--- config.mk ---
export PLATFORM = sky130hd
export DESIGN_NAME = lsu_controller
export DESIGN_NICKNAME = d
export VERILOG_FILES = /design/src/rtl/rv32_pkg.sv /design/src/rtl/lsu_align.sv /design/src/rtl/lsu_controller.sv
export SDC_FILE = /design/constraint.sdc
export NUM_CORES = 1
export LEC_CHECK = 0
export BUFFER_PORTS_ARGS = -buffer_cell sky130_fd_sc_hd__buf_2
export CORE_UTILIZATION = 50
export DETAILED_ROUTE_END_ITERATION = 16
export PLACE_DENSITY_LB_ADDON = 0.15
export RECOVER_POWER = 100
export SLEW_MARGIN = 10
export SYNTH_ARGS = -nofsm -noshare
export SYNTH_HDL_FRONTEND = slang
export SYNTH_SLANG_ARGS = --single-unit
--- constraint.sdc ---
create_clock -name clk -period 3.84 [get_ports clk]
set_input_delay 1.152 -clock clk [delete_from_list [all_inputs] [get_ports clk]]
set_output_delay 1.152 -clock clk [all_outputs]
set_load 0.01 [all_outputs]
--- src/rtl/rv32_pkg.sv ---
// Shared RV32 definitions: LSU state encoding, func3 codes and the func3 legality helper.
// Define LSU_SUBWORD_EN to enable byte/half accesses; otherwise only LW/SW are legal.
package rv32_pkg;

  localparam int unsigned XLEN = 32;

  localparam logic [2:0] F3_LB  = 3'b000;
  localparam logic [2:0] F3_LH  = 3'b001;
  localparam logic [2:0] F3_LW  = 3'b010;
  localparam logic [2:0] F3_LBU = 3'b100;
  localparam logic [2:0] F3_LHU = 3'b101;
  localparam logic [2:0] F3_SB  = 3'b000;
  localparam logic [2:0] F3_SH  = 3'b001;
  localparam logic [2:0] F3_SW  = 3'b010;

  typedef enum logic [1:0] {
    StIdle,
    StReq,
    StDone,
    StFault
  } lsu_state_t;

  function automatic logic func3_legal(input logic [2:0] f3, input logic is_store);
`ifdef LSU_SUBWORD_EN
    if (is_store) begin
      return (f3 == F3_SB) || (f3 == F3_SH) || (f3 == F3_SW);
    end
    return (f3 == F3_LB) || (f3 == F3_LH) || (f3 == F3_LW) ||
           (f3 == F3_LBU) || (f3 == F3_LHU);
`else
    return f3 == (is_store ? F3_SW : F3_LW);
`endif
  endfunction

endpackage

--- src/rtl/lsu_align.sv ---
// Combinational lane steering: byte enables, store replication, load extension, alignment.
// Sub-word handling exists only when LSU_SUBWORD_EN is defined.
module lsu_align
  import rv32_pkg::*;
(
  input  logic [2:0]      func3,
  input  logic [1:0]      addr_lo,
  input  logic [XLEN-1:0] store_data,
  input  logic [XLEN-1:0] bus_rdata,
  output logic [3:0]      be,
  output logic [XLEN-1:0] wdata,
  output logic [XLEN-1:0] rdata,
  output logic            misaligned
);

`ifdef LSU_SUBWORD_EN
  logic [7:0]  byte_lane;
  logic [15:0] half_lane;

  always_comb begin
    byte_lane  = bus_rdata[8*addr_lo +: 8];
    half_lane  = addr_lo[1] ? bus_rdata[31:16] : bus_rdata[15:0];
    be         = 4'b1111;
    wdata      = store_data;
    rdata      = bus_rdata;
    misaligned = 1'b0;
    // func3[1:0] encodes the access size for both loads and stores.
    unique case (func3[1:0])
      2'b00: begin
        be    = 4'b0001 << addr_lo;
        wdata = {4{store_data[7:0]}};
      end
      2'b01: begin
        be         = addr_lo[1] ? 4'b1100 : 4'b0011;
        wdata      = {2{store_data[15:0]}};
        misaligned = addr_lo[0];
      end
      default: misaligned = (addr_lo != 2'b00);
    endcase
    case (func3)
      F3_LB:   rdata = {{24{byte_lane[7]}}, byte_lane};
      F3_LBU:  rdata = {24'h0, byte_lane};
      F3_LH:   rdata = {{16{half_lane[15]}}, half_lane};
      F3_LHU:  rdata = {16'h0, half_lane};
      default: rdata = bus_rdata;
    endcase
  end
`else
  logic unused_func3;
  assign unused_func3 = ^func3;
  assign be           = 4'b1111;
  assign wdata        = store_data;
  assign rdata        = bus_rdata;
  assign misaligned   = (addr_lo != 2'b00);
`endif

endmodule

--- src/rtl/lsu_controller.sv ---
// Multi-cycle load/store sequencer driving a ready-handshaked data bus with timeout faulting.
// Sub-word accesses are enabled by defining LSU_SUBWORD_EN.
module lsu_controller
  import rv32_pkg::*;
#(
  parameter int unsigned TIMEOUT_CYCLES = 255
) (
  input  logic            clk,
  input  logic            rst,
  input  logic            mem_read,
  input  logic            mem_write,
  input  logic [2:0]      func3,
  input  logic [XLEN-1:0] addr,
  input  logic [XLEN-1:0] store_data,
  output logic            stall,
  output logic [XLEN-1:0] load_data,
  output logic            load_valid,
  output logic            fault,
  output logic            bus_req,
  output logic            bus_we,
  output logic [XLEN-1:0] bus_addr,
  output logic [XLEN-1:0] bus_wdata,
  output logic [3:0]      bus_be,
  input  logic            bus_ready,
  input  logic [XLEN-1:0] bus_rdata
);

  localparam logic [7:0] TimeoutLast = 8'(TIMEOUT_CYCLES - 1);

  lsu_state_t      state_q, state_d;
  logic [7:0]      cnt_q, cnt_d;
  logic [3:0]      al_be;
  logic [XLEN-1:0] al_wdata, al_rdata;
  logic            al_misaligned;
  logic            access_ok;

  lsu_align u_align (
    .func3      (func3),
    .addr_lo    (addr[1:0]),
    .store_data (store_data),
    .bus_rdata  (bus_rdata),
    .be         (al_be),
    .wdata      (al_wdata),
    .rdata      (al_rdata),
    .misaligned (al_misaligned)
  );

  assign access_ok = (mem_read ^ mem_write) && func3_legal(func3, mem_write) && !al_misaligned;

  always_comb begin
    state_d = state_q;
    cnt_d   = cnt_q;
    unique case (state_q)
      StIdle: begin
        cnt_d = 8'd0;
        if (mem_read || mem_write) begin
          state_d = access_ok ? StReq : StFault;
        end
      end
      StReq: begin
        // A ready arriving on the last allowed cycle still completes the access.
        if (bus_ready) begin
          state_d = StDone;
        end else if (cnt_q == TimeoutLast) begin
          state_d = StFault;
        end else begin
          cnt_d = cnt_q + 8'd1;
        end
      end
      StDone:  state_d = StIdle;
      StFault: state_d = StIdle;
      default: state_d = StIdle;
    endcase
  end

  assign stall = ((state_q == StIdle) && (mem_read || mem_write)) || (state_q == StReq);

  always_ff @(posedge clk) begin
    if (rst) begin
      state_q    <= StIdle;
      cnt_q      <= 8'd0;
      bus_req    <= 1'b0;
      bus_we     <= 1'b0;
      bus_addr   <= '0;
      bus_wdata  <= '0;
      bus_be     <= 4'b0000;
      load_data  <= '0;
      load_valid <= 1'b0;
      fault      <= 1'b0;
    end else begin
      state_q    <= state_d;
      cnt_q      <= cnt_d;
      bus_req    <= (state_d == StReq);
      fault      <= (state_d == StFault);
      load_valid <= (state_q == StReq) && bus_ready && !bus_we;
      if ((state_q == StIdle) && (state_d == StReq)) begin
        bus_we    <= mem_write;
        bus_addr  <= {addr[XLEN-1:2], 2'b00};
        bus_wdata <= al_wdata;
        bus_be    <= al_be;
      end
      if ((state_q == StReq) && bus_ready) begin
        load_data <= al_rdata;
      end
    end
  end

endmodule

Yosys cells after proc, flatten, opt, wreduce, memory -nomap -nowiden
Cells that the tools add are included.
{ "totals": {"out_inout_bits": 105, "word_cells": 44, "input_bits": 104, "regBits": 109} }
{ "classes": {"bitwise_logic": 1, "n_mux": 8, "n_addsub": 1, "reduce_logical": 15, "eq_ne": 9} }
{ "op_table": {"columns": ["cell", "count"], "rows": [
  ["two-way mux 8 bit", 2],
  ["one-hot mux 8 bit (2 select lines)", 1],
  ["adder 8 x 1 -> 8 bit, second input constant", 1],
  ["equality test 8 bit, second input constant", 1],
  ["two-way mux 2 bit", 4],
  ["equality test 2 bit, second input constant", 3],
  ["logical AND 1 bit", 6],
  ["one-hot mux 2 bit (3 select lines)", 1],
  ["equality test 2 x 1 -> 1 bit, second input constant", 2],
  ["inequality test 2 bit, second input constant", 2],
  ["nonzero test 2 bit", 2],
  ["equality test 3 x 2 -> 1 bit, second input constant", 1],
  ["AND reduction 3 bit", 1],
  ["zero test 1 bit", 2],
  ["zero test 2 bit", 1],
  ["logical OR 1 bit", 2],
  ["OR reduction 2 bit", 1],
  ["XOR 1 bit", 1]
]} }

Depth between registers and ports, before layout
Gate-level depths: netlist of run 1.
{ "logic_depth": {"word_depth": 8, "ltp_mapped": 8, "mapped_depth_nobuf": 6} }

Cells and area by module
From an unflattened synthesis of run 1, not the netlist that was laid out.
{ "unflattened": {"hier_cells": 578, "hier_area_um2": 4623.2} }
{ "modules_own_cells": {"columns": ["mod", "instances", "area_per_inst_um2", "cells_per_inst", "seq_area_each_um2"], "rows": [
  ["lsu_controller", 1, 4102.7, 508, 2242.2],
  ["lsu_align", 1, 520.5, 70, 0.0]
]} }

Least setup slack after synthesis of run 1
Ideal clock, no wire load.
{ "synth_timing": {"path_type": "in2out", "start": "input port mem_read", "end": "output port stall", "n_path_buf": 0, "path_slack_ns": 1.016, "stages": 3, "t_arrival_ns": 1.672, "required_time_ns": 2.688, "path_cell_list": "inv_1 ha_1 a21oi_1"} }
{ "synth_via": {"elab_chain_cells": 3} }
{ "synth_lines": {"columns": ["item", "line", "text"], "rows": [
  ["start, declared", "lsu_controller.sv:10", "input logic mem_read,"],
  ["logical OR 1 bit", "lsu_controller.sv:76", "assign stall = ((state_q == StIdle) && (mem_read || mem_write)) || (state_q == StReq);"],
  ["logical AND 1 bit", "lsu_controller.sv:76", null],
  ["logical OR 1 bit", "lsu_controller.sv:76", null],
  ["end, declared", "lsu_controller.sv:15", "output logic stall,"]
]} }
Every way passes these cells.

Final worst setup path of run 1
{ "layout_timing": {"start": "input port mem_write", "end": "register bus_addr[25]"} }
{ "layout_via": {"elab_chain_cells": 8, "elab_cells_between_ends": 9, "cone_classes": "eq/ne (1); mux (3); bitwise (1); reduce/logical (4)"} }
{ "layout_lines": {"columns": ["item", "line", "text"], "rows": [
  ["start, declared", "lsu_controller.sv:11", "input logic mem_write,"],
  ["XOR 1 bit", "lsu_controller.sv:48", "assign access_ok = (mem_read ^ mem_write) && func3_legal(func3, mem_write) && !al_misaligned;"],
  ["logical AND 1 bit (2 in a row)", "lsu_controller.sv:48", null],
  ["two-way mux 2 bit", "lsu_controller.sv:57", "state_d = access_ok ? StReq : StFault;"],
  ["two-way mux 2 bit (*)", "lsu_controller.sv:56", "if (mem_read || mem_write) begin"],
  ["one-hot mux 2 bit (3 select lines) (*)", "lsu_controller.sv:53", "unique case (state_q)"],
  ["equality test 2 x 1 -> 1 bit (*)", "lsu_controller.sv:96", "if ((state_q == StIdle) && (state_d == StReq)) begin"],
  ["logical AND 1 bit (*)", "lsu_controller.sv:96", null],
  ["end signal, assigned", "lsu_controller.sv:98", "bus_addr <= {addr[XLEN-1:2], 2'b00};"],
  ["end, declared", "lsu_controller.sv:21", "output logic [XLEN-1:0] bus_addr,"]
]} }
Every way passes the cells marked *; elsewhere a longest branch is shown, timed or not.
A chain may end at the register's enable or synchronous reset.

==> results of run 1 <==
## path summary, 6_finish.rpt
check / start / to
max reg2reg: state_q[1]$_SDFF_PP0_ / load_data[21]$_SDFFE_PP0P_
max: mem_write / bus_addr[25]$_SDFFE_PP0P_
min: load_data[23]$_SDFFE_PP0P_ / load_data[23]$_SDFFE_PP0P_
min reg2reg: load_data[23]$_SDFFE_PP0P_ / load_data[23]$_SDFFE_PP0P_
## state kept, by name, summed over array words and instances, names as in the netlist
name and cells:
load_valid 1, bus_wdata 32, load_data 32, bus_req 1, bus_addr 30, state_q 2, bus_be 1, bus_we 1
cnt_q 8, fault 1
## worst max-delay path: cells and delay by family
family                     cells  cell delay [ps]
adders and majority gates      1              280
buffers and inverters          3              510
and+or+nand+nor                3             1270
AOI/OAI and AO/OA              1              140
## cell usage after synthesis (2+ instances only)
master,number,share of area (%)
buf_2,12,1.4
a21oi_2,40,8.1
buf_8,2,0.69
ha_1,3,0.87
mux2i_1,2,0.46
buf_4,5,0.87
nand4_1,3,0.43
buf_12,5,2.3
nor3_1,5,0.58
dfxtp_1,109,50
nand3_1,3,0.35
a211oi_1,2,0.35
and3_4,2,0.52
nand2_2,28,4.0
xnor2_1,3,0.61
nand2_1,164,14
nor2_1,16,1.4
clkbuf_1,13,1.1
a21oi_1,59,6.8
inv_1,6,0.52
## placed cells by master, fill, tap and decap left out, types with 2 or more instances in the layout
master	n
nand3_2	2
buf_2	100
nand4_1	3
clkbuf_1	107
buf_12	2
ha_1	3
dfxtp_1	109
a211oi_1	2
nand3_1	2
inv_1	6
mux2i_1	2
a21oi_2	17
nor3_1	5
buf_4	4
and3_1	2
conb_1	2
nor2_1	15
nand2_1	175
clkbuf_8	10
a21oi_1	82
nand2_2	17
xnor2_1	3
## area by class of cell
type	count	area, sq um
Fill cell	828	3070
Multi-Input combinational cell	348	1730
Clock inverter	4	55.1
Tap cell	105	131
Clock buffer	12	145
Inverter	6	22.5
Sequential cell	109	2180
Timing Repair Buffer	211	965
## stage by stage
stage               total power [W]  setup WS, ps  hold WS [ps]  cells
CTS                         0.00208           804           458    795
global route                0.00214           597           479    795
global placement            0.00138           818           439    779
finish                      0.00205           747           457    795
floorplan                   0.00130          1020           464    501
detailed placement          0.00139           801           444    779
## cell families (layout without fill, tap and decap cells)
family / count (synthesis) / count (layout) / share of synthesized area [%]
AOI/OAI and AO/OA: 107 / 107 / 16.7
xor gates and xnor gates: 3 / 3 / 0.607
adders and majority gates: 3 / 3 / 0.867
buffers and inverters: 44 / 233 / 7.17
DFF: 109 / 109 / 50.4
muxes: 2 / 2 / 0.462
other: 1 / 2 / 0.0866
and+or+nand+nor: 231 / 231 / 23.7
## power by group through the flow
| stage | Sequential (W) | Combinational, W | Clock, W |
|---|---|---|---|
| after floorplan | 0.00120 | 0.0000979 | 0 |
| after global placement | 0.00120 | 0.000186 | 0 |
| after detailed placement | 0.00120 | 0.000189 | 0 |
| after CTS | 0.00117 | 0.000190 | 0.000723 |
| after global routing | 0.00118 | 0.000198 | 0.000770 |
| final | 0.00117 | 0.000177 | 0.000701 |
## routing by layer
| metal | GRT usage, % | wire [um] |
|---|---|---|
| met1 | 25.9 | 4330 |
| met3 | 8.05 | 900 |
| met2 | 39.9 | 4990 |
| met4 | 6.69 | 135 |
| met5 | 0 | 0 |
==> impl_metrics.env, run 1 <==
export IMPL_vias_per_cell=4.93
export IMPL_drtIter0Drc=150
export IMPL_start_kind="input port"
export IMPL_totalNegativeSetupSlack_ps=0
export IMPL_postSynthAreaPerCell_sq_um=8.66
export IMPL_fin_util_pct=63.0
export IMPL_swShare_pct=24.2
export IMPL_nets=792
export IMPL_die_w_um=95.1
export IMPL_vias=3918
export IMPL_drv_slew=34
export IMPL_synth_cells=500
export IMPL_intPower_w=0.00155
export IMPL_synth_warnings=0
export IMPL_r2r_cells=3
export IMPL_grt_pass1_wl_um=16100
export IMPL_drc_errors=0
export IMPL_fmax_ghz=0.323
export IMPL_synth_ff_type="dfxtp_1"
export IMPL_critPathSlowestCell="and3_1"
export IMPL_ys_seq_area_share_pct=50.4
export IMPL_path_cells="clkbuf_1 -> inv_1 -> ha_1 -> and4bb_1 -> and3_1 -> buf_12 -> nand2_1 -> a21oi_1"
export IMPL_antenna_found_initial=0
export IMPL_clockRootBuffer="clkbuf_8"
export IMPL_dieArea_sq_um=9030
export IMPL_worstPathRequired_ps=4130
export IMPL_violations="capacitance limit, slew limit"
export IMPL_cts_hold_fix_buffers=0
export IMPL_finalHoldViolations=0
export IMPL_io_buffers=206
export IMPL_irDropWorstVdd_uv=209
export IMPL_p_switching_w=0.000497
export IMPL_power_frac_comb_pct=8.7
export IMPL_syn_to_final_growth_pct=20.8
export IMPL_grt_max_degree=58
export IMPL_initial_core_util_pct=52.2
export IMPL_hpwl_um=7420
export IMPL_reg2reg_slack_ps=1490
export IMPL_period_share_pct=80.6
export IMPL_clkSlewWorstSetupHoldPaths_ps=100
export IMPL_cts_tree="built"
export IMPL_track_usage_pct=22.8
export IMPL_status="finished with violations"
export IMPL_cts_resized=0
export IMPL_antennaDiodeCount=0
export IMPL_clkLatencyLatePin_ps=360
export IMPL_netlist_area_sq_um=4330
export IMPL_pwr_share_clk_pct=34.2
export IMPL_grt_pass1_vias=3516
export IMPL_setup_viol=0
export IMPL_place_area_sq_um=5280
export IMPL_crit_type="input port to flop"
export IMPL_std_cell_rows=33
export IMPL_drive_gt1_share_pct=23.3
export IMPL_ys_seq_elements=109
export IMPL_power_density_nw_per_um2=392
export IMPL_fin_skew_ps=14.1
export IMPL_max_stage_delay_ps=930
export IMPL_cts_buffers_inserted=9
export IMPL_synth_edf_count=0
export IMPL_cts_setup_buffers=0
export IMPL_crit_arrival_ps=3380
export IMPL_drv_cap=1
export IMPL_min_path_cells=2
export IMPL_stdcell_area_sq_um=5230
export IMPL_synthArstFlopShare_pct=0
export IMPL_core_area_sq_um=8300
export IMPL_h_tree_depth=3
export IMPL_num_io_pins=209
export IMPL_wl_per_cell_um=13.0
export IMPL_crit_fanout=47
export IMPL_grt_overflow=0
export IMPL_dr_pass1_iters=5
export IMPL_hp_class="flop to flop"
export IMPL_yosysUniqueCellTypes=38
export IMPL_period_needed_ps=3090
export IMPL_slew_headroom_pct=-19.2
export IMPL_drt_total_wl_um=10400
export IMPL_cts_sinks=109
export IMPL_cp_end_kind="flop"
export IMPL_pwr_share_seq_pct=57.2
export IMPL_tightest_slew_ps=1790
export IMPL_gp_congestion=0.770
export IMPL_ant_nets=0
export IMPL_grt_setup_unrepaired="false"
export IMPL_cts_buffer_depth=2
export IMPL_die_h_um=95.1
export IMPL_leakage_nw=1.91
(Power assumes the default switching activity.)
==> run 2, diff against run 1 <==
Settings changed: ABC_AREA set to 1, CORE_UTILIZATION 50 to 45.
Clock period 3.84 ns to 3.1 ns, I/O delays scaled along.
==> impl_metrics.env, run 2 <==
export IMPL_status="finished clean"
export IMPL_period_needed_ps=2640
export IMPL_yosysUniqueCellTypes=22
export IMPL_drc_errors=0
export IMPL_cp_end_kind="output pin"
export IMPL_synth_ff_type="dfxtp_1"
export IMPL_cts_buffer_depth=2
export IMPL_drtIter0Drc=106
export IMPL_cts_buffers_inserted=9
export IMPL_dieArea_sq_um=9490
export IMPL_final_cell_mix="nor2_1, dfxtp_1, clkbuf_1, buf_2, o21ai_1"
export IMPL_fmax_ghz=0.379
export IMPL_vias=3973
export IMPL_nets=832
export IMPL_irDropWorstVdd_uv=219
export IMPL_gp_congestion=0.773
export IMPL_die_h_um=97.4
export IMPL_h_tree_depth=3
export IMPL_r2r_end="load_data[8]$_SDFFE_PP0P_"
export IMPL_cts_tree="built"
export IMPL_timing_hold_ws_ps=490
export IMPL_wl_met3_um=740
export IMPL_std_cell_rows=34
export IMPL_fin_util_pct=58.7
export IMPL_clkSlewWorstSetupHoldPaths_ps=100
export IMPL_cts_setup_buffers=0
export IMPL_die_w_um=97.4
export IMPL_yosysTopAreaCell="dfxtp_1"
export IMPL_cts_sinks=109
export IMPL_grt_max_degree=71
export IMPL_met2WireLength_um=5140
export IMPL_power_density_nw_per_um2=508
export IMPL_slew_headroom_pct=29.9
export IMPL_pre_cts_slack_ps=403
export IMPL_timing_rr_start="state_q[0]$_SDFF_PP0_"
export IMPL_grt_setup_unrepaired="false"
export IMPL_dr_pass1_iters=5
export IMPL_vias_per_cell=4.74
export IMPL_drv_cap=0
export IMPL_reg_top3="bus_wdata x32, load_data x32, bus_addr x30"
export IMPL_leakage_nw=2.32
export IMPL_crit_fanout=7
export IMPL_netlist_top_cells_area="dfxtp_1, nor2_1, o21ai_1"
export IMPL_setup_viol=0
export IMPL_period_share_pct=85.1
export IMPL_initial_core_util_pct=46.8
export IMPL_ys_seq_elements=109
export IMPL_netlist_area_sq_um=4100
export IMPL_clockRootBuffer="clkbuf_8"
export IMPL_drt_total_wl_um=10500
export IMPL_syn_to_final_growth_pct=25.6
export IMPL_crit_arrival_ps=1710
export IMPL_r2r_cells=8
export IMPL_drive_gt1_share_pct=17.5
export IMPL_topRoutingLayerUsed="met4"
export IMPL_num_io_pins=209
export IMPL_min_path_cells=1
export IMPL_nFillCells=874
export IMPL_synthArstFlopShare_pct=0
export IMPL_synth_warnings=0
export IMPL_synth_cells=539
export IMPL_clkLatencyLatePin_ps=360
export IMPL_wl_met1_um=4460
export IMPL_cts_resized=0
export IMPL_finalHoldViolations=0
export IMPL_tightest_slew_ps=1050
export IMPL_ys_seq_area_share_pct=53.3
export IMPL_hp_start="bus_we$_SDFFE_PP0P_"
export IMPL_hpwl_um=7290
export IMPL_totalNegativeSetupSlack_ps=0
export IMPL_hp_class="flop to flop"
export IMPL_drv_slew=0
export IMPL_grt_pass1_wl_um=17300
export IMPL_postSynthAreaPerCell_sq_um=7.60
export IMPL_antenna_found_initial=0
export IMPL_synth_top_area_share_pct=53.3
export IMPL_synth_edf_count=0
export IMPL_synth_commonest_cells="nor2_1, dfxtp_1, o21ai_1"
export IMPL_wl_per_cell_um=12.6
export IMPL_io_buffers=206
export IMPL_worstPathRequired_ps=2170
export IMPL_cts_hold_fix_buffers=0
export IMPL_ant_nets=0
export IMPL_reg2reg_slack_ps=740
export IMPL_grt_overflow=0
export IMPL_final_common_cell="nor2_1"
export IMPL_whs_endpoint="load_valid$_SDFF_PP0_"
export IMPL_track_usage_pct=22.1
export IMPL_fin_skew_ps=11.7
export IMPL_start_kind="flop"
export IMPL_antennaDiodeCount=0
export IMPL_setup_ws_ps=462
export IMPL_crit_type="flop to output pin"
export IMPL_grt_pass1_vias=3767
export IMPL_core_area_sq_um=8760
export IMPL_yosysMostFrequentCell="nor2_1"
-- run 2: cell count changes in the layout (fill, tap and decap cells not counted), moves of 4 or more --
cell     delta
inv_1      +13
o21ai_1    +49
a21oi_2    -17
nand2_1   -148
a21oi_1    -75
nand2_2    -15
nor2_1    +201
o21ai_0    +46
nand3_1     +8
nor3_1      -4
-- run 2: stage by stage --
step | total power (W) | area, sq um | instances
final | 0.00261 | 5150 | 838
after global routing | 0.00273 | 5150 | 838
after CTS | 0.00266 | 5290 | 838
after floorplan | 0.00166 | 4100 | 540
after detailed placement | 0.00179 | 5090 | 822
after global placement | 0.00179 | 5090 | 822
-- run 2: worst max-delay path by stage --
stage / from / depth (start not counted) / endpoint
floorplan: mem_read / 5 / stall
global placement: mem_read / 10 / bus_wdata[30]$_SDFFE_PP0P_
detailed placement: mem_read / 10 / bus_addr[19]$_SDFFE_PP0P_
CTS: mem_read / 7 / stall
global route: state_q[0]$_SDFF_PP0_ / 5 / stall
finish: state_q[0]$_SDFF_PP0_ / 5 / stall
-- run 2: logic make-up after synthesis --
logic type | Yosys count | synth area share, %
AND/OR/NAND/NOR | 260 | 24.9
flip-flops | 109 | 53.3
AO/OA/AOI/OAI | 103 | 12.6
buffers and inverters | 60 | 7.57
XOR/XNOR | 3 | 0.641
adder cells (fa/ha/maj) | 3 | 0.916
other | 1 | 0.0915
-- run 2: area by class of cell --
type                    count  area (sq um)  share of cell area, %
flip-flops and latches    109          2180                   42.4
repair buffers            210           940                   18.3
inverters                  24          90.1                   1.75
multi-input cells         371          1600                   31.1
well taps                 108           135                   2.63
clock inverters             5          67.6                   1.31
clock buffers              11           131                   2.55
-- run 2: report_power, final --
group	total (W)	leakage (nW)	switching (W)	internal (W)
clock network	0.000870	0.100	0.000483	0.000387
registers	0.00147	0.883	0.0000232	0.00145
logic	0.000275	1.34	0.000165	0.000110
-- run 2: worst max-delay path, cell delays in order (launching register included) --
cell and delay [ps]:
dfxtp_1 360, inv_1 70, nor2_1 440, inv_1 210
nand2_1 120, clkbuf_1 150
-- run 2: metal layers --
metal	vias up	global-route usage [%]
met3	19	5.97
met5	-	0
met1	1754	25.1
met4	0	9.05
met2	140	39.1
li1	2060	-
